## src/rtl/vbram_port_arbiter_if.sv

```systemverilog
// Requester-side bus of the block RAM port arbiter.
//   req_valid/req_ready : per-requester handshake, accepted when both high
//   req_we              : per-requester write select (1 = write)
//   req_addr/req_wdata  : packed per-requester address and write data
//   rsp_valid/rsp_data  : per-requester read-return strobe and packed data
// master = requester side, slave = arbiter side.
interface vbram_port_arbiter_if #(
  parameter int NREQ  = 4,
  parameter int WIDTH = 72,
  parameter int AW    = 11
);
  logic [NREQ-1:0]       req_valid;
  logic [NREQ-1:0]       req_ready;
  logic [NREQ-1:0]       req_we;
  logic [NREQ*AW-1:0]    req_addr;
  logic [NREQ*WIDTH-1:0] req_wdata;
  logic [NREQ-1:0]       rsp_valid;
  logic [NREQ*WIDTH-1:0] rsp_data;

  modport master (
    output req_valid, req_we, req_addr, req_wdata,
    input  req_ready, rsp_valid, rsp_data
  );

  modport slave (
    input  req_valid, req_we, req_addr, req_wdata,
    output req_ready, rsp_valid, rsp_data
  );
endinterface

```

## src/rtl/vbram_port_arbiter.sv

```systemverilog
// Shares one true-dual-port block RAM (output register on, 2-cycle read
// latency) among NREQ requesters. Round-robin picks up to two winners per
// cycle: first to port A, second to port B. Reads return 3 cycles after
// acceptance on the issuing requester's rsp slice.
// Ports:
//   clka, rstb            : clock, synchronous active-high reset
//   bus (slave)           : requester handshake and response bus
//   ram_en*/we*/addr*/din*: registered RAM port controls
//   ram_oreg_en*, ram_rst*: output register enable / reset
//   ram_dout*             : RAM output data
module vbram_port_arbiter #(
  parameter  int NREQ  = 4,
  parameter  int WIDTH = 72,
  parameter  int DEPTH = 2048,
  localparam int AW    = $clog2(DEPTH)
) (
  input  logic             clka,
  input  logic             rstb,
  vbram_port_arbiter_if.slave bus,
  output logic             ram_ena,
  output logic             ram_enb,
  output logic             ram_wea,
  output logic             ram_web,
  output logic [AW-1:0]    ram_addra,
  output logic [AW-1:0]    ram_addrb,
  output logic [WIDTH-1:0] ram_dina,
  output logic [WIDTH-1:0] ram_dinb,
  output logic             ram_oreg_ena,
  output logic             ram_oreg_enb,
  output logic             ram_rsta,
  output logic             ram_rstb,
  input  logic [WIDTH-1:0] ram_douta,
  input  logic [WIDTH-1:0] ram_doutb
);
  localparam int IW = $clog2(NREQ);

  logic [IW-1:0]   rr_ptr, idx_a, idx_b, last_idx, ptr_nxt;
  logic [IW:0]     scan, inc;
  logic            found_a, found_b, grant_b, conflict;
  logic [AW-1:0]   addr_a, addr_b;
  logic            we_a, we_b;
  logic [WIDTH-1:0] wdata_a, wdata_b;
  logic [NREQ-1:0] rdy;

  // read tags per stage: valid-read flag plus requester id
  logic            s1_a_rd, s2_a_rd, s3_a_rd, s1_b_rd, s2_b_rd, s3_b_rd;
  logic [IW-1:0]   s1_a_id, s2_a_id, s3_a_id, s1_b_id, s2_b_id, s3_b_id;

  logic [NREQ-1:0]       rsp_v;
  logic [NREQ*WIDTH-1:0] rsp_d;

  // Scan from rr_ptr with wraparound; nothing wins while in reset.
  always_comb begin
    found_a = 1'b0;
    found_b = 1'b0;
    idx_a   = '0;
    idx_b   = '0;
    scan    = '0;
    for (int k = 0; k < NREQ; k++) begin
      scan = {1'b0, rr_ptr} + (IW+1)'(k);
      if (scan >= (IW+1)'(NREQ)) scan = scan - (IW+1)'(NREQ);
      if (bus.req_valid[scan[IW-1:0]] && !rstb) begin
        if (!found_a) begin
          found_a = 1'b1;
          idx_a   = scan[IW-1:0];
        end else if (!found_b) begin
          found_b = 1'b1;
          idx_b   = scan[IW-1:0];
        end
      end
    end
  end

  assign addr_a  = bus.req_addr[idx_a*AW +: AW];
  assign addr_b  = bus.req_addr[idx_b*AW +: AW];
  assign we_a    = bus.req_we[idx_a];
  assign we_b    = bus.req_we[idx_b];
  assign wdata_a = bus.req_wdata[idx_a*WIDTH +: WIDTH];
  assign wdata_b = bus.req_wdata[idx_b*WIDTH +: WIDTH];

  // Same-address pair with a write would race inside the RAM; B retries.
  assign conflict = (addr_a == addr_b) && (we_a || we_b);
  assign grant_b  = found_b && !conflict;

  always_comb begin
    rdy = '0;
    if (found_a) rdy[idx_a] = 1'b1;
    if (grant_b) rdy[idx_b] = 1'b1;
  end
  assign bus.req_ready = rdy;

  assign last_idx = grant_b ? idx_b : idx_a;
  assign inc      = {1'b0, last_idx} + (IW+1)'(1);
  assign ptr_nxt  = (inc == (IW+1)'(NREQ)) ? '0 : inc[IW-1:0];

  always_ff @(posedge clka) begin
    if (rstb) begin
      rr_ptr    <= '0;
      ram_ena   <= 1'b0;
      ram_wea   <= 1'b0;
      ram_addra <= '0;
      ram_dina  <= '0;
      ram_enb   <= 1'b0;
      ram_web   <= 1'b0;
      ram_addrb <= '0;
      ram_dinb  <= '0;
      s1_a_rd   <= 1'b0;
      s2_a_rd   <= 1'b0;
      s3_a_rd   <= 1'b0;
      s1_b_rd   <= 1'b0;
      s2_b_rd   <= 1'b0;
      s3_b_rd   <= 1'b0;
      s1_a_id   <= '0;
      s2_a_id   <= '0;
      s3_a_id   <= '0;
      s1_b_id   <= '0;
      s2_b_id   <= '0;
      s3_b_id   <= '0;
    end else begin
      if (found_a) rr_ptr <= ptr_nxt;
      ram_ena   <= found_a;
      ram_wea   <= found_a & we_a;
      ram_addra <= addr_a;
      ram_dina  <= wdata_a;
      ram_enb   <= grant_b;
      ram_web   <= grant_b & we_b;
      ram_addrb <= addr_b;
      ram_dinb  <= wdata_b;
      s1_a_rd   <= found_a & ~we_a;
      s1_a_id   <= idx_a;
      s1_b_rd   <= grant_b & ~we_b;
      s1_b_id   <= idx_b;
      s2_a_rd   <= s1_a_rd;
      s2_a_id   <= s1_a_id;
      s2_b_rd   <= s1_b_rd;
      s2_b_id   <= s1_b_id;
      s3_a_rd   <= s2_a_rd;
      s3_a_id   <= s2_a_id;
      s3_b_rd   <= s2_b_rd;
      s3_b_id   <= s2_b_id;
    end
  end

  // Output-register resets follow rstb one cycle late.
  always_ff @(posedge clka) begin
    ram_rsta <= rstb;
    ram_rstb <= rstb;
  end

  // Data sits in the RAM latch during S2, so the output register loads then.
  assign ram_oreg_ena = s2_a_rd;
  assign ram_oreg_enb = s2_b_rd;

  always_comb begin
    rsp_v = '0;
    rsp_d = '0;
    if (!rstb) begin
      if (s3_a_rd) begin
        rsp_v[s3_a_id]                  = 1'b1;
        rsp_d[s3_a_id*WIDTH +: WIDTH]   = ram_douta;
      end
      if (s3_b_rd) begin
        rsp_v[s3_b_id]                  = 1'b1;
        rsp_d[s3_b_id*WIDTH +: WIDTH]   = ram_doutb;
      end
    end
  end
  assign bus.rsp_valid = rsp_v;
  assign bus.rsp_data  = rsp_d;
endmodule

```

## src/flat_wrapper.sv

```systemverilog
// flat-port wrapper written by rule: the top's interface ports become plain ports
module vbram_port_arbiter_flat 
#(
  parameter  int NREQ  = 4,
  parameter  int WIDTH = 72,
  parameter  int DEPTH = 2048,
  localparam int AW    = $clog2(DEPTH)
)
  (clka, rstb, ram_ena, ram_enb, ram_wea, ram_web, ram_addra, ram_addrb, ram_dina, ram_dinb, ram_oreg_ena, ram_oreg_enb, ram_rsta, ram_rstb, ram_douta, ram_doutb, bus_req_valid, bus_req_we, bus_req_addr, bus_req_wdata, bus_req_ready, bus_rsp_valid, bus_rsp_data);
  vbram_port_arbiter_if #(.NREQ(NREQ), .WIDTH(WIDTH), .AW((11))) bus_i ();
  input  logic clka;
  input  logic rstb;
  output logic ram_ena;
  output logic ram_enb;
  output logic ram_wea;
  output logic ram_web;
  output logic [AW-1:0] ram_addra;
  output logic [AW-1:0] ram_addrb;
  output logic [WIDTH-1:0] ram_dina;
  output logic [WIDTH-1:0] ram_dinb;
  output logic ram_oreg_ena;
  output logic ram_oreg_enb;
  output logic ram_rsta;
  output logic ram_rstb;
  input  logic [WIDTH-1:0] ram_douta;
  input  logic [WIDTH-1:0] ram_doutb;
  input wire logic [$bits(bus_i.req_valid)-1:0] bus_req_valid;
  input wire logic [$bits(bus_i.req_we)-1:0] bus_req_we;
  input wire logic [$bits(bus_i.req_addr)-1:0] bus_req_addr;
  input wire logic [$bits(bus_i.req_wdata)-1:0] bus_req_wdata;
  output wire logic [$bits(bus_i.req_ready)-1:0] bus_req_ready;
  output wire logic [$bits(bus_i.rsp_valid)-1:0] bus_rsp_valid;
  output wire logic [$bits(bus_i.rsp_data)-1:0] bus_rsp_data;
  assign bus_i.req_valid = bus_req_valid;
  assign bus_i.req_we = bus_req_we;
  assign bus_i.req_addr = bus_req_addr;
  assign bus_i.req_wdata = bus_req_wdata;
  assign bus_req_ready = bus_i.req_ready;
  assign bus_rsp_valid = bus_i.rsp_valid;
  assign bus_rsp_data = bus_i.rsp_data;
  vbram_port_arbiter #(.NREQ(NREQ), .WIDTH(WIDTH), .DEPTH(DEPTH)) u_core (.clka(clka), .rstb(rstb), .bus(bus_i), .ram_ena(ram_ena), .ram_enb(ram_enb), .ram_wea(ram_wea), .ram_web(ram_web), .ram_addra(ram_addra), .ram_addrb(ram_addrb), .ram_dina(ram_dina), .ram_dinb(ram_dinb), .ram_oreg_ena(ram_oreg_ena), .ram_oreg_enb(ram_oreg_enb), .ram_rsta(ram_rsta), .ram_rstb(ram_rstb), .ram_douta(ram_douta), .ram_doutb(ram_doutb));
endmodule
```

## config.mk

```make
export PLATFORM = sky130hd
export DESIGN_NAME = vbram_port_arbiter_flat
export DESIGN_NICKNAME = d
export VERILOG_FILES = /design/src/rtl/vbram_port_arbiter_if.sv /design/src/rtl/vbram_port_arbiter.sv /design/src/flat_wrapper.sv
export SDC_FILE = /design/constraint.sdc
export NUM_CORES = 1
export LEC_CHECK = 0
export BUFFER_PORTS_ARGS = -buffer_cell sky130_fd_sc_hd__buf_4
export CAP_MARGIN = 20
export CORE_AREA = 4 4 370 372
export CTS_CLUSTER_DIAMETER = 150
export DETAILED_ROUTE_END_ITERATION = 10
export DIE_AREA = 0 0 374 376
export GPL_ROUTABILITY_DRIVEN = 0
export GPL_TIMING_DRIVEN = 0
export PLACE_DENSITY = 0.32
export SLEW_MARGIN = 40
export SYNTH_ARGS = -nofsm -noshare
export SYNTH_HDL_FRONTEND = slang
export SYNTH_SLANG_ARGS = --single-unit
```

## constraint.sdc

```tcl
create_clock -name clka -period 8.1 [get_ports clka]
set_clock_uncertainty 0.1 [all_clocks]
set_input_delay 0 -clock clka [delete_from_list [all_inputs] [get_ports clka]]
set_output_delay 0 -clock clka [all_outputs]
set_load 0.05 [all_outputs]
```

==> flow_summary.toml <==
[yosys]
synthesis.area_um2 = 20700
synth_cell_types = 64
async_flop_share = 0
synth-seq-cells = 191
avgSynthCellArea_um2 = 7.16
ys_warn_count = 0
syn_nets = 3386
ys.flop_type = "dfxtp_1"
ys_seq_area_frac = 0.185
synth_enable_flop_cells = 0
syn_inst = 2887

[sta]
max_slew_margin = 0.313
fin_crit_sh = 0.882
max_freq_ghz = 0.140
setup_viol = 0
worst_slew_pin_slew_ns = 1.02
slew_viol_final = 0
rsz0062_at_grt = "no"
finalCriticalPeriod_ns = 7.15
finalHoldViolations = 0
tns_ns = 0

[power]
ir_drop_mv = 0.124
power_density_nw_per_um2 = 166
p_leak_nw = 14.2

[clock_network]
cts_tree = "done"
hold_buffers = 415
cts-resized-gates = 0
cts.sinks = 191
cts_made_buffers = 17
clock_latency_ns = 0.47
cts_setup_buffers = 0
path_clk_slew_ns = 0.08
clockBufferDepth = 2
cts_max_level = 4
clock-root-buffer = "clkbuf_16"

[routing]
via_per_inst = 5.12
firstDrtPassIters = 8
post-route-drc-count = 0
wirelength_mm = 215
wire_per_inst_um = 35.3
ant_nets = 0
drtIter0Drc = 3387
vias = 31200

[layout]
fin_area_um2 = 35200
syn2layout_area_growth_pct = 70.4
fin_nets = 4788
final_util = 0.264
drive_above_1_share = 0.290

[setup_path]
r2r_start = "u_core.rr_ptr[1]"
cpMostUsedCell = "clkbuf_1"
endpoint = "bus_rsp_data[73]"
arrival_ns = 7.05
critPathMaxStageDelay_ns = 0.65
path_delay_family = "buffers and inverters"
worstPathCellList = "clkbuf_1 -> buf_1 -> inv_1 -> ha_1 -> buf_1 -> clkbuf_1 -> clkbuf_1 -> o21ai_0 -> nor2_1 -> nand2_1 -> o21ai_0 -> a22oi_1 -> nor2_1 -> buf_4"
reg2reg_depth = 16
path_class = "flip-flop to output port"
worst-path-max-fanout = 10
required_ns = 8.00
endpoint_kind = "output port"
crit_cells = 14
timing.rr.end = "u_core.ram_dinb[45]"
cp-startpoint = "u_core.s3_b_id[0]"
slowest_stage = "ha_1"
start_kind = "flip-flop"
critPathBufInv = 7
reg2reg_slack_ns = 2.67

[global_routing]
grt_start_max_net_pins = 19
grt_pass1_wl_mm = 283
grt_remaining_overflow = 0
grt_pass1_vias = 31400
antenna_found_initial = 38
grtUsageTotal = 0.289

[die]
core_um2 = 133000
rows = 134
dieHeight_um = 376
die_x_um = 374
start_util = 0.155
die-area_um2 = 141000
ioPinCount = 956

[min_path]
hp-class = "input port to flip-flop"
worstHoldStart = "bus_req_we[3]"

[placement]
hpwl_mm = 184
port_buffers = 955
place_area_um2 = 30400

[status]
outcome = "finished clean"

[job]
maxCapViolCount = 0
## area by class of cell
class                      count  area, um2
fill                       15200      98100
multi-input combinational   2362      15800
timing repair buffer        1383      11400
sequential                   191       3820
tap                         1768       2210
buffer                       298       1190
clock buffer                  19        443
clock inverter                13        149
inverter                      36        135
antenna                       21       52.6
## registers in the layout, indices dropped and copies added, names as in the netlist, 2 cells and up
register	flops
u_core.rr_ptr	2
u_core.ram_addra	11
u_core.ram_addrb	11
u_core.s1_b_id	2
u_core.s3_b_id	2
u_core.s2_b_id	2
u_core.s1_a_id	2
u_core.s3_a_id	2
u_core.ram_dinb	72
u_core.ram_dina	72
u_core.s2_a_id	2
## worst min-delay path, stage by stage
cell,delay (ns)
buf_4,0.12
mux2i_1,0.13
mux2i_1,0.15
and2_1,0.16
## how the worst min path moves through the flow
stage,to,slack (ns),cells past startpoint
floorplan,u_core.ram_rsta,-0.07,0
global placement,u_core.ram_rsta,0.12,1
detailed placement,u_core.ram_rsta,0.12,1
CTS,u_core.ram_web,0.003,4
global route,u_core.ram_web,0.05,4
finish,u_core.ram_web,0.02,4
## cells in the mapped netlist, types with 9 or more instances
library cell | instances | area [um2]
a31oi_1 | 14 | 87.6
o22a_1 | 49 | 429
mux4_2 | 87 | 1960
a22oi_1 | 241 | 1810
a21o_1 | 17 | 128
a21oi_1 | 136 | 681
and3_1 | 91 | 569
nand2_1 | 377 | 1420
nand2b_1 | 23 | 144
and2_1 | 109 | 682
nor2_1 | 452 | 1700
mux2i_1 | 190 | 1900
a32oi_1 | 17 | 149
o21ai_0 | 139 | 696
buf_1 | 49 | 184
or3_1 | 13 | 81.3
dfxtp_1 | 191 | 3820
inv_1 | 30 | 113
o22ai_1 | 68 | 425
ha_1 | 13 | 163
or2_2 | 12 | 75.1
nor2b_1 | 28 | 175
clkbuf_1 | 220 | 826
buf_2 | 25 | 125
a211oi_1 | 115 | 863
a22o_1 | 9 | 78.8
nor3_1 | 40 | 200
mux2_2 | 46 | 518
## routing by layer
metal	GRT usage	wire length (um)	vias to the layer above
met2	0.516	106000	1937
met5	0	182	-
met4	0.200	18700	30
met1	0.298	73000	15400
li1	-	-	13400
met3	0.0716	17000	490
## power by group
part | leakage, nW | switching, W | internal [W]
Clock | 0.287 | 0.000465 | 0.000447
Sequential | 1.59 | 0.0000625 | 0.00110
Combinational | 12.3 | 0.00240 | 0.00138
Total | 14.2 | 0.00293 | 0.00293
## through the flow
stage | hold slack [ns] | setup slack, ns | std cells | power [W]
after CTS | 0.00287 | 1.12 | 6070 | 0.00584
after floorplan | -0.0723 | 3.54 | 2887 | 0.00302
after detailed placement | 0.116 | 1.67 | 5623 | 0.00449
after global placement | 0.119 | 1.47 | 5610 | 0.00449
after global routing | 0.0467 | 0.815 | 6075 | 0.00606
final | 0.0241 | 0.953 | 6091 | 0.00586
## kinds of logic after synthesis
family          count (synthesis)  synth area share
simple gates                 1171             0.253
flops                         191             0.185
buf+inv                       334            0.0631
compound gates                850             0.277
fa+ha+maj                      13           0.00787
mux                           323             0.212
xor+xnor                        5           0.00212
## cell usage in the layout (no fill, tap or decap), drive strengths merged, types with 110 or more instances in the layout
| cell | instances |
|---|---|
| a21oi | 136 |
| nor2 | 452 |
| and2 | 110 |
| o21ai | 143 |
| dlygate4sd3 | 415 |
| a211oi | 115 |
| clkbuf | 240 |
| dfxtp | 191 |
| mux2i | 190 |
| buf | 1045 |
| a22oi | 241 |
| nand2 | 377 |
Power figures use the tool's default switching activity.
